### src/rtl/us_sensor_scheduler.sv
// us_sensor_scheduler: round-robin HC-SR04 scheduler sharing one echo timer
// and distance engine. Each sensor gets a fixed-length slot: trigger pulse,
// echo timing, millimetre conversion, per-sensor distance and obstacle flag.
// Optional build macro US_SCHED_FILTER_EN: obstacle needs two consecutive
// below-threshold readings before it rises.
module us_sensor_scheduler #(
  parameter int NUM_SENSORS = 3,
  parameter int TRIG_CYCLES = 500,
  parameter int SLOT_CYCLES = 600000,
  parameter int OBST_MM     = 70
) (
  input  logic                     clk_50M,
  input  logic                     reset,
  input  logic                     enable,
  input  logic [NUM_SENSORS-1:0]   echo_rx,
  output logic [NUM_SENSORS-1:0]   trig,
  output logic [16*NUM_SENSORS-1:0] dist_mm,
  output logic [NUM_SENSORS-1:0]   obstacle,
  output logic                     valid,
  output logic [2:0]               sensor_id,
  output logic                     busy
);

  typedef enum logic [2:0] {IDLE, TRIG, WAIT_ECHO, MEASURE, GAP} state_t;

  state_t                 state;
  logic [NUM_SENSORS-1:0] echo_s1, echo_s2, echo_s3;
  logic [19:0]            slot_cnt, echo_cnt;
  logic [2:0]             cur, nxt_cur;
  logic [NUM_SENSORS-1:0] cur_onehot, nxt_onehot;
  logic                   echo_now, echo_was, rise, fall;
  logic                   slot_end, trig_done;
  logic                   wr_meas, wr_tout, advance;
  logic [24:0]            prod;
  logic [15:0]            dist_calc;
  logic                   below;
`ifdef US_SCHED_FILTER_EN
  logic [NUM_SENSORS-1:0] below_prev;
`endif

  // Two-flop echo synchroniser plus one extra stage for edge detection
  always_ff @(posedge clk_50M or posedge reset) begin
    if (reset) begin
      echo_s1 <= '0;
      echo_s2 <= '0;
      echo_s3 <= '0;
    end else begin
      echo_s1 <= echo_rx;
      echo_s2 <= echo_s1;
      echo_s3 <= echo_s2;
    end
  end

  // Current-sensor selection, edge detection, slot timing and distance maths
  always_comb begin
    echo_now   = 1'b0;
    echo_was   = 1'b0;
    cur_onehot = '0;
    nxt_onehot = '0;
    nxt_cur    = (cur == 3'(NUM_SENSORS - 1)) ? 3'd0 : cur + 3'd1;
    for (int unsigned i = 0; i < NUM_SENSORS; i++) begin
      if (cur == 3'(i)) begin
        echo_now      = echo_s2[i];
        echo_was      = echo_s3[i];
        cur_onehot[i] = 1'b1;
      end
      if (nxt_cur == 3'(i)) nxt_onehot[i] = 1'b1;
    end
    rise      = echo_now & ~echo_was;
    fall      = ~echo_now & echo_was;
    slot_end  = (slot_cnt == 20'(SLOT_CYCLES - 1));
    trig_done = (slot_cnt == 20'(TRIG_CYCLES - 1));
    // A falling edge on the slot's last cycle counts as a measurement
    wr_meas   = (state == MEASURE) && fall;
    wr_tout   = slot_end && ((state == WAIT_ECHO) || ((state == MEASURE) && !fall));
    advance   = slot_end && ((state == WAIT_ECHO) || (state == MEASURE) || (state == GAP));
    prod      = 25'(echo_cnt) * 25'd17;
    dist_calc = 16'(prod / 25'd5000);
    below     = (dist_calc < 16'(OBST_MM));
  end

  // Slot state machine: trigger, wait for echo, measure, idle out the slot
  always_ff @(posedge clk_50M or posedge reset) begin
    if (reset) begin
      state    <= IDLE;
      slot_cnt <= '0;
      echo_cnt <= '0;
      cur      <= '0;
      trig     <= '0;
      busy     <= 1'b0;
    end else begin
      case (state)
        IDLE: begin
          slot_cnt <= '0;
          echo_cnt <= '0;
          if (enable) begin
            state <= TRIG;
            trig  <= cur_onehot;
            busy  <= 1'b1;
          end
        end
        TRIG: begin
          slot_cnt <= slot_cnt + 20'd1;
          if (trig_done) begin
            trig  <= '0;
            state <= WAIT_ECHO;
          end
        end
        WAIT_ECHO: begin
          slot_cnt <= slot_cnt + 20'd1;
          if (rise) begin
            echo_cnt <= 20'd1;
            state    <= MEASURE;
          end
        end
        MEASURE: begin
          slot_cnt <= slot_cnt + 20'd1;
          if (echo_now) echo_cnt <= echo_cnt + 20'd1;
          if (fall) state <= GAP;
        end
        GAP: slot_cnt <= slot_cnt + 20'd1;
        default: state <= IDLE;
      endcase
      if (advance) begin
        cur      <= nxt_cur;
        slot_cnt <= '0;
        echo_cnt <= '0;
        if (enable) begin
          state <= TRIG;
          trig  <= nxt_onehot;
          busy  <= 1'b1;
        end else begin
          state <= IDLE;
          busy  <= 1'b0;
        end
      end
    end
  end

  // Result registers: write distance/obstacle for the current sensor
  always_ff @(posedge clk_50M or posedge reset) begin
    if (reset) begin
      dist_mm    <= '0;
      obstacle   <= '0;
      valid      <= 1'b0;
      sensor_id  <= '0;
`ifdef US_SCHED_FILTER_EN
      below_prev <= '0;
`endif
    end else begin
      valid <= wr_meas | wr_tout;
      if (wr_meas | wr_tout) sensor_id <= cur;
      for (int unsigned i = 0; i < NUM_SENSORS; i++) begin
        if (cur_onehot[i]) begin
          if (wr_meas) begin
            dist_mm[16*i +: 16] <= dist_calc;
`ifdef US_SCHED_FILTER_EN
            obstacle[i]   <= below & below_prev[i];
            below_prev[i] <= below;
`else
            obstacle[i]   <= below;
`endif
          end else if (wr_tout) begin
            dist_mm[16*i +: 16] <= 16'hFFFF;
            obstacle[i]         <= 1'b0;
`ifdef US_SCHED_FILTER_EN
            below_prev[i]       <= 1'b0;
`endif
          end
        end
      end
    end
  end

endmodule

### config.mk
export PLATFORM = sky130hd
export DESIGN_NAME = us_sensor_scheduler
export DESIGN_NICKNAME = d
export VERILOG_FILES = /design/src/rtl/us_sensor_scheduler.sv
export SDC_FILE = /design/constraint.sdc
export NUM_CORES = 1
export LEC_CHECK = 0
export CAP_MARGIN = 40
export CORE_MARGIN = 10
export CORE_UTILIZATION = 45
export DETAILED_ROUTE_END_ITERATION = 6
export GPL_ROUTABILITY_DRIVEN = 1
export HOLD_SLACK_MARGIN = 0.15
export SLEW_MARGIN = 20
export SYNTH_ARGS = -nofsm -noshare
export SYNTH_HDL_FRONTEND = slang
export SYNTH_SLANG_ARGS = --single-unit
### constraint.sdc
create_clock -name clk_50M -period 20.6 [get_ports clk_50M]
set_input_delay 4.12 -clock clk_50M [delete_from_list [all_inputs] [get_ports clk_50M]]
set_output_delay 4.12 -clock clk_50M [all_outputs]
set_load 0.05 [all_outputs]
* Word level (Yosys, flattened, before mapping)
Index checks and enable logic that the tools add are counted.
** Operators by class
- $add $sub $neg :: 3
- Multipliers :: 1
- Div/mod/pow operators :: 1
- Magnitude comparators :: 1
- Equality and inequality tests :: 16
- Shift-type cells :: 0
- Mux-type cells :: 39
- Bitwise logic cells :: 5
- Reduce and logical (&&, ||, !) cells :: 23
** Operators by type and width (number)
- 20-bit 2-to-1 mux :: 4
- 20-bit case mux with 3 select lines :: 1
- 20-bit by 1-bit adder with 20-bit output, second input constant :: 2
- 20-bit case mux with 2 select lines :: 1
- 16-bit 2-to-1 mux :: 2
- 3-bit 2-to-1 mux :: 10
- 25-bit by 13-bit divider with 25-bit output, second input constant :: 1
- 20-bit by 5-bit multiplier with 25-bit output, second input constant :: 1
- 20-bit == test, second input constant :: 1
- 20-bit by 9-bit == test with 1-bit output, second input constant :: 1
- 1-bit 2-to-1 mux :: 19
- 16-bit by 7-bit < comparator with 1-bit output, second input constant :: 1
- 3-bit != test, second input constant :: 5
- 3-bit case mux with 5 select lines :: 1
- 3-bit by 2-bit == test with 1-bit output, second input constant :: 4
- 3-bit by 1-bit == test with 1-bit output, second input constant :: 3
- 3-bit zero test :: 3
- 2-bit AND reduction :: 4
- 3-bit case mux with 2 select lines :: 1
- 2-bit nonzero test :: 3
- 5-bit AND reduction :: 1
- 1-bit logical AND :: 4
- 4-bit nonzero test :: 1
- 4-bit OR reduction :: 1
- 10 further kinds :: 14
** Word-level totals
- Register bits after elaboration :: 114
- Bits in latches :: 0
- RAM bits :: 0
- Bits in read-only memories :: 0
- Input bits :: 6
- Output and inout bits :: 59
- Word-level logic and storage cells :: 106
- Memories kept :: 0

* Depth between registers and ports, before layout
- Depth after elaboration :: 12
- Depth in mapped cells :: 50
- Gate-level depth less buffers :: 42

* Worst setup path before layout
OpenSTA, ideal clock, no wires.
- Path type :: flip-flop to flip-flop
- Start point :: reg echo_cnt[5]
- End point :: reg dist_mm[0]
- Arrival :: 11.869 ns
- Setup slack :: 8.598 ns
- Cell stages (with the launch flop) :: 47
- Clock period less this slack :: 12.002 ns
- Cells stage by stage :: dfrtp_1 ha_1 ha_1 inv_1 fa_1 nand2b_1 a21oi_2 o21ai_1 a21oi_1 o221ai_2 or3_1 buf_2 or3_1 o311a_4 nor3_2 mux2_2 or2_1 buf_2 [11 not listed] o21ai_4 o21ai_2 a311oi_4 o31a_4 nand3_1 a31o_1 and4b_1 a211o_1 buf_2 or4_1 buf_2 a41oi_4 xor2_2 o22a_2 o211ai_4 a41oi_2 a311oi_2 o31ai_1
** Between the ends
- Longest elaborated chain between the ends :: 3
** RTL lines
- start, declared :: RTL line 28 : logic [19:0] slot_cnt, echo_cnt;
- start signal, assigned :: RTL line 118 : if (echo_now) echo_cnt <= echo_cnt + 20'd1;
- 20-bit by 5-bit multiplier with 25-bit output :: RTL line 77 : prod = 25'(echo_cnt) * 25'd17;
- 25-bit by 13-bit divider with 25-bit output :: RTL line 78 : dist_calc = 16'(prod / 25'd5000);
- 16-bit 2-to-1 mux :: RTL line 155 : if (wr_meas) begin
- end signal, assigned by index :: RTL line 156 : dist_mm[16*i +: 16] <= dist_calc;
- end, declared :: RTL line 17 : output logic [16*NUM_SENSORS-1:0] dist_mm,
No other way between the ends.
A chain may end at the register's enable or synchronous reset.

* Final worst setup path
- Start point :: reg echo_cnt[17]
- End point :: reg dist_mm[16]
Same word-level chain as after synthesis.

==> impl_metrics.tcl <==
set metrics [dict create \
    outcome "complete, no violations" \
    dp_worst_setup_slack_ns 6.69 \
    syn-num-nets 1324 \
    crit_fanout 16 \
    dieArea_mm2 0.0302 \
    timing.final.ws_setup_ns 6.57 \
    num_vias 9949 \
    antenna_found_initial 0 \
    die_y_um 174 \
    crit_cells 40 \
    clk_latency_ns 0.35 \
    totalWireLength_um 30000 \
    layout.nets 1364 \
    cts_tree "built" \
    port_buffers 64 \
    cts_setup_buffers 0 \
    core_area_mm2 0.0234 \
    yosysUniqueCellTypes 128 \
    timing.fmax_ghz 0.0713 \
    critPathBufInv 0 \
    rsz0062_at_grt "false" \
    htree_num_levels 3 \
    cp_slowest_cell "or4_1" \
    yosys_register_bits 108 \
    gp_congestion 0.907 \
    setup_violations 0 \
    drtPass1Iterations 5 \
    syn_inst 1282 \
    worst_hold_slack_ns 0.354 \
    p_per_area_mw_per_mm2 55.5 \
    cts_buffers 9 \
    drive_gt1_share_pct 9.42 \
    drc_errors 0 \
    post-route-util_pct 50.8 \
    worst_slew_pin_slew_ns 0.810 \
    required_ns 20.82 \
    startpoint_type "register" \
    worstSetupPathType "reg2reg" \
    post-route-period-util_pct 68.1 \
    synth-main-ff-cell "dfrtp_1" \
    slew_violations 0 \
    overflow 0 \
    dp_hpwl_um 23400 \
    io_pins 65 \
    hold_viol 0 \
    grt_pass1_vias 9449 \
    vias_per_cell 6.04 \
    hp-class "reg2reg" \
    yosys_warnings 0 \
    syn_area_mm2 0.0106 \
    hold_path_depth 0 \
    tns_ns 0 \
    initial_utilization_pct 45.5 \
    antenna_left 0 \
    grt_max_degree 64 \
    routedWlPerCell_um 18.3 \
    relSlewSlack_pct 46.0 \
    synth_edf_count 0 \
    arrival_ns 14.25 \
    placementRows 56 \
    ctsRootBufferMaster "clkbuf_16" \
    synthArstFlopShare_pct 100 \
    post_cts_resized 0 \
    seq_area_frac_synth_pct 25.4 \
    grt_first_pass_wirelength_um 49700 \
    reg2reg_depth 40 \
    cts.clk_slew.worst_paths_ns 0.07 \
    worst_setup_path_end_kind "register" \
    fin_worst_skew_ns 0.0144 \
    cap_viol_max_count 0 \
    vdd_drop_max_v 0.0000467 \
    fin_crit_ns 14.03 \
    cp_slowest_stage_delay_ns 0.70 \
    postCtsHoldBufs 0 \
    track_usage_pct 19.3 \
    die_width_um 174 \
    drt_iter0_markers 786 \
    syn_area_per_cell_um2 8.30 \
    power_leakage_nw 4.80 \
    critPathTopFamily "compound AO/OA/AOI/OAI gates" \
    syn2layout_area_growth_pct 11.8 \
    final.fill_count 2285 \
    diodes 0 \
    clock-sinks 108 \
    clockBufferDepth 2 \
]
[worst paths after layout]
check | start | to | slack, ns
hold / removal | echo_s1[0] | echo_s2[0] | 0.35
setup / recovery | echo_cnt[17] | dist_mm[16] | 6.57
hold reg to reg | echo_s1[0] | echo_s2[0] | 0.35
setup reg to reg | echo_cnt[17] | dist_mm[16] | 6.57
min in group asynchronous | reset | echo_s1[2] | 4.19
max in group asynchronous | reset | dist_mm[4] | 15.51
[worst reg2reg max path: cells and delay by family, from the launching register on]
| family | cells | cell delay (ns) |
|---|---|---|
| AO/OA/AOI/OAI | 25 | 8.24 |
| XOR/XNOR | 2 | 0.58 |
| adder cells (fa/ha/maj) | 2 | 0.82 |
| flip-flops | 1 | 0.53 |
| multiplexers | 3 | 1.02 |
| AND/OR/NAND/NOR | 8 | 2.71 |
[through the flow]
| stage | power, mW | cell area [um2] | std cells |
|---|---|---|---|
| after floorplan | 0.413 | 10600 | 1282 |
| after detailed placement | 0.485 | 11500 | 1625 |
| after global routing | 0.697 | 11900 | 1646 |
| after global placement | 0.481 | 11500 | 1621 |
| final | 0.660 | 11900 | 1646 |
| after CTS | 0.666 | 11800 | 1641 |
[cell type report]
| type | count | area (um2) | area share [%] |
|---|---|---|---|
| multi-input cells | 1095 | 7600 | 63.9 |
| repair buffers | 79 | 767 | 6.45 |
| clock inverters | 5 | 71.3 | 0.600 |
| flip-flops and latches | 108 | 2700 | 22.7 |
| inverters | 29 | 111 | 0.936 |
| well taps | 319 | 399 | 3.36 |
| clock buffers | 11 | 243 | 2.04 |
[layer usage]
metal | share of wire, % | wire, um | vias up | track usage (%)
li1 | - | - | 4921 | -
met1 | 48 | 14400 | 4813 | 26.8
met2 | 48 | 14300 | 187 | 31.9
met3 | 3.4 | 1010 | 28 | 2.18
met4 | 1.1 | 327 | 0 | 3.24
met5 | 0 | 0 | - | 0
[Yosys cell counts, types with 12 or more instances]
master,n,area share [%]
nor2_1,148,5.2
nand2_1,119,4.2
dfrtp_1,108,25
a21oi_1,73,3.4
xnor2_1,65,5.4
nand3_1,50,2.4
o21ai_0,47,2.2
nor3_1,41,1.9
ha_1,35,4.1
xor2_1,35,2.9
inv_1,28,0.99
a31oi_1,25,1.5
clkbuf_1,22,0.78
nand4_1,22,1.3
o22a_1,22,1.8
a21o_1,20,1.4
and2_1,19,1.1
or3_1,19,1.1
mux2i_1,18,1.7
nor4_1,18,1.1
o21a_1,18,1.3
and3_1,17,1.0
buf_2,16,0.75
o211ai_1,13,0.92
nand2b_1,12,0.71
nor2b_1,12,0.71
[cells by family (layout without fill, tap and decap cells)]
logic type,after synthesis,count (layout),synth area share [%]
compound gates,398,398,30.0
xor+xnor,104,104,8.84
fa+ha+maj,39,39,4.60
buf+inv,79,124,3.27
flops,108,108,25.4
mux,31,31,3.38
simple gates,523,523,24.5
[state kept, by name, indices dropped and copies added, names as in the netlist]
register	cells
slot_cnt	20
echo_s1	3
cur	3
echo_cnt	20
busy	1
obstacle	3
dist_mm	42
valid	1
echo_s2	3
trig	3
state	3
echo_s3	3
sensor_id	3
[cell usage in the layout (no fill, tap or decap), types with 7 or more instances in the layout]
master and count:
a21oi_1 73, o211ai_1 13, o21a_1 18, nand3_1 50, mux2_2 7, clkdlybuf4s50_1 64
nand4_1 22, nor2_1 148, nor2b_1 12, or2_2 7, and3_1 17, o22a_1 22
o21ai_1 11, nand2_1 119, clkbuf_16 9, and2_1 19, ha_1 35, mux2i_1 18
dfrtp_1 108, o31ai_1 10, a211o_1 9, a31oi_1 25, xnor2_1 65, o22ai_1 9
a211oi_1 11, nor3_1 40, inv_1 27, o21ai_0 47, nand2b_1 12, a21o_1 20
nor4_1 18, xor2_1 35, buf_4 8, or3_1 19
[report_power, final]
| group | total [mW] | leakage [nW] | switching [mW] | internal (mW) |
|---|---|---|---|---|
| combinational | 0.220 | 3.21 | 0.148 | 0.0716 |
| sequential | 0.259 | 1.44 | 0.0235 | 0.236 |
| clock | 0.181 | 0.149 | 0.0815 | 0.0995 |
| total | 0.660 | 4.80 | 0.253 | 0.407 |
(Power assumes the default switching activity.)
==> patch (config.mk and constraints unchanged) <==
Re-encode `state_t` (5 states) as Gray code, 3 bits wide.
--- a/src/rtl/us_sensor_scheduler.sv
+++ b/src/rtl/us_sensor_scheduler.sv
@@ -21,7 +21,7 @@
   output logic                     busy
 );
 
-  typedef enum logic [2:0] {IDLE, TRIG, WAIT_ECHO, MEASURE, GAP} state_t;
+  typedef enum logic [2:0] {IDLE = 3'b000, TRIG = 3'b001, WAIT_ECHO = 3'b011, MEASURE = 3'b010, GAP = 3'b110} state_t;
 
   state_t                 state;
   logic [NUM_SENSORS-1:0] echo_s1, echo_s2, echo_s3;
Check against the original RTL: same outputs for any inputs over 10 cycles, from zero or initial values and one cycle with reset high; not proved beyond that.
==> patch against the unedited design <==
- largest cell class unchanged
- clock skew is 0.0075 ns lower
- highest routed layer unchanged
- sequential cell count unchanged
- final cell count grew 4.6%
- synthesized area is 2.1% higher
- worst setup slack lost 0.43 ns
- wire length rose by 4.4%
- via count is 6.6% higher
- final area rose by 1.3%
- critical path depth rose by 5
- non-clock buffer count is 4 higher
Power is not compared: it rests on default switching activity, and its combinational part moved more than twofold at a synthesized area within 25%.
==> patch: results (changes against the unedited design) <==
Run status - complete, no violations
Maxcap violations - 0 (unchanged)
Min-delay src - echo_s1[2]
Layout cell share with drive strength beyond 1 - 9.19% (-0.23 points)
Total track usage - 19.9% (+0.66 points)
Hold_ws - 0.354 ns (+0.000463 ns)
Largest fanout on the critical path - 15 (-1)
Slowest-stage cell, CP - mux2i_1
Worst Hold Path EP - echo_s2[2]
Worst-margin pin slew - 0.865 ns (+0.0554 ns)
Slowest stage delay, CP - 0.66 ns (-0.04 ns)
CP Data Arrival Time - 14.75 ns (+0.50 ns)
First-pass GRT wire length - 52,600 µm (+5.7%)
Mapped Nets - 1,409 (+6.4%)
Via-to-Cell Ratio - 6.16 (+1.9%)
Worst R2R Path Depth - 45 (+13%)
DR WL/cell - 18.2 µm (-0.25%)
Dpl cell area - 11,700 µm² (+1.5%)
Mean Syn Cell Area - 7.95 µm² (-4.2%)
DRT met1 WL - 14,900 µm (+3.1%)
Final Wtd Congestion - 0.908 (+0.12%)
Dpl hpwl - 24,200 µm (+3.2%)
Ant diodes - 0 (unchanged)
Commonest cells in the netlist - nor2_1 (146), nand2_1 (143), dfrtp_1 (108), a21oi_1 (103), o21ai_0 (85)
Largest net degree at the start of global routing - 51 (-20%)
Post-Route Skew - 0.00684 ns (-0.00754 ns)
Met2 WL post-DR - 14,400 µm (+0.81%)
Top post-synthesis cells by area - dfrtp_1 (25%), nor2_1 (5.0%), nand2_1 (4.9%), a21oi_1 (4.7%), ha_1 (4.0%)
Flop2flop setup slack - 6.14 ns (-0.43 ns)
Non-filler cells, final - 1,722 (+4.6%)
Initial DRC Count - 848 (+7.9%)
Post-synthesis sequential area ratio - 24.9% (-0.53 points)
Pre-CTS WS - 6.02 ns (-0.667 ns)
Vias in the first global route - 10,074 (+6.6%)
Yosys cell types - 123 (-3.9%)
R2r endpoint - dist_mm[16]
FF-to-FF Start - echo_cnt[5]
Met3 wire length - 1650 µm (+63%)
patch: changes by cell type after synthesis, moves of 9 or more:
cell      before  now
inv_1         28   17
mux2i_1       18    9
xnor2_1       65   48
nand2_1      119  143
o211ai_1      13   29
o21ai_0       47   85
a21oi_1       73  103
o22a_1        22   13
patch: worst max path at each step:
stage,slack (ns),startpoint,endpoint,cells past startpoint
CTS,6.03,echo_cnt[5],dist_mm[16],44
global placement,6.27,echo_cnt[5],dist_mm[16],44
floorplan,8.79,echo_cnt[5],dist_mm[0],50
finish,6.14,echo_cnt[5],dist_mm[16],45
detailed placement,6.02,echo_cnt[5],dist_mm[16],44
global route,5.02,echo_cnt[5],dist_mm[32],44
patch: where the power goes:
group	switching, mW	internal (mW)
Clock	0.0835	0.109
Combinational	0.0188	0.0108
Sequential	0.00626	0.218
Total	0.109	0.338
patch: logic make-up (layout without fill, tap and decap cells):
family          Yosys count  in the layout  share of synthesized area, %
buf+inv                  80            116                          3.66
mux                      23             23                          2.35
xor+xnor                 84             84                          7.08
flops                   108            108                          24.9
fa+ha+maj                42             42                          4.79
compound gates          487            487                          32.6
simple gates            543            543                          24.6
patch: layout make-up:
cell class,instances,area (µm²)
fillers,2325,11600
well taps,319,399
clock buffers,9,225
multi-input cells,1179,7770
flip-flops and latches,108,2700
repair buffers,83,783
inverters,17,66.3
clock inverters,7,106
patch: metal layers:
metal  GRT usage (%)  up-vias
met5               0        -
met3            3.56       31
li1                -     5248
met1            27.0     5067
met4            4.24        0
met2            32.5      258
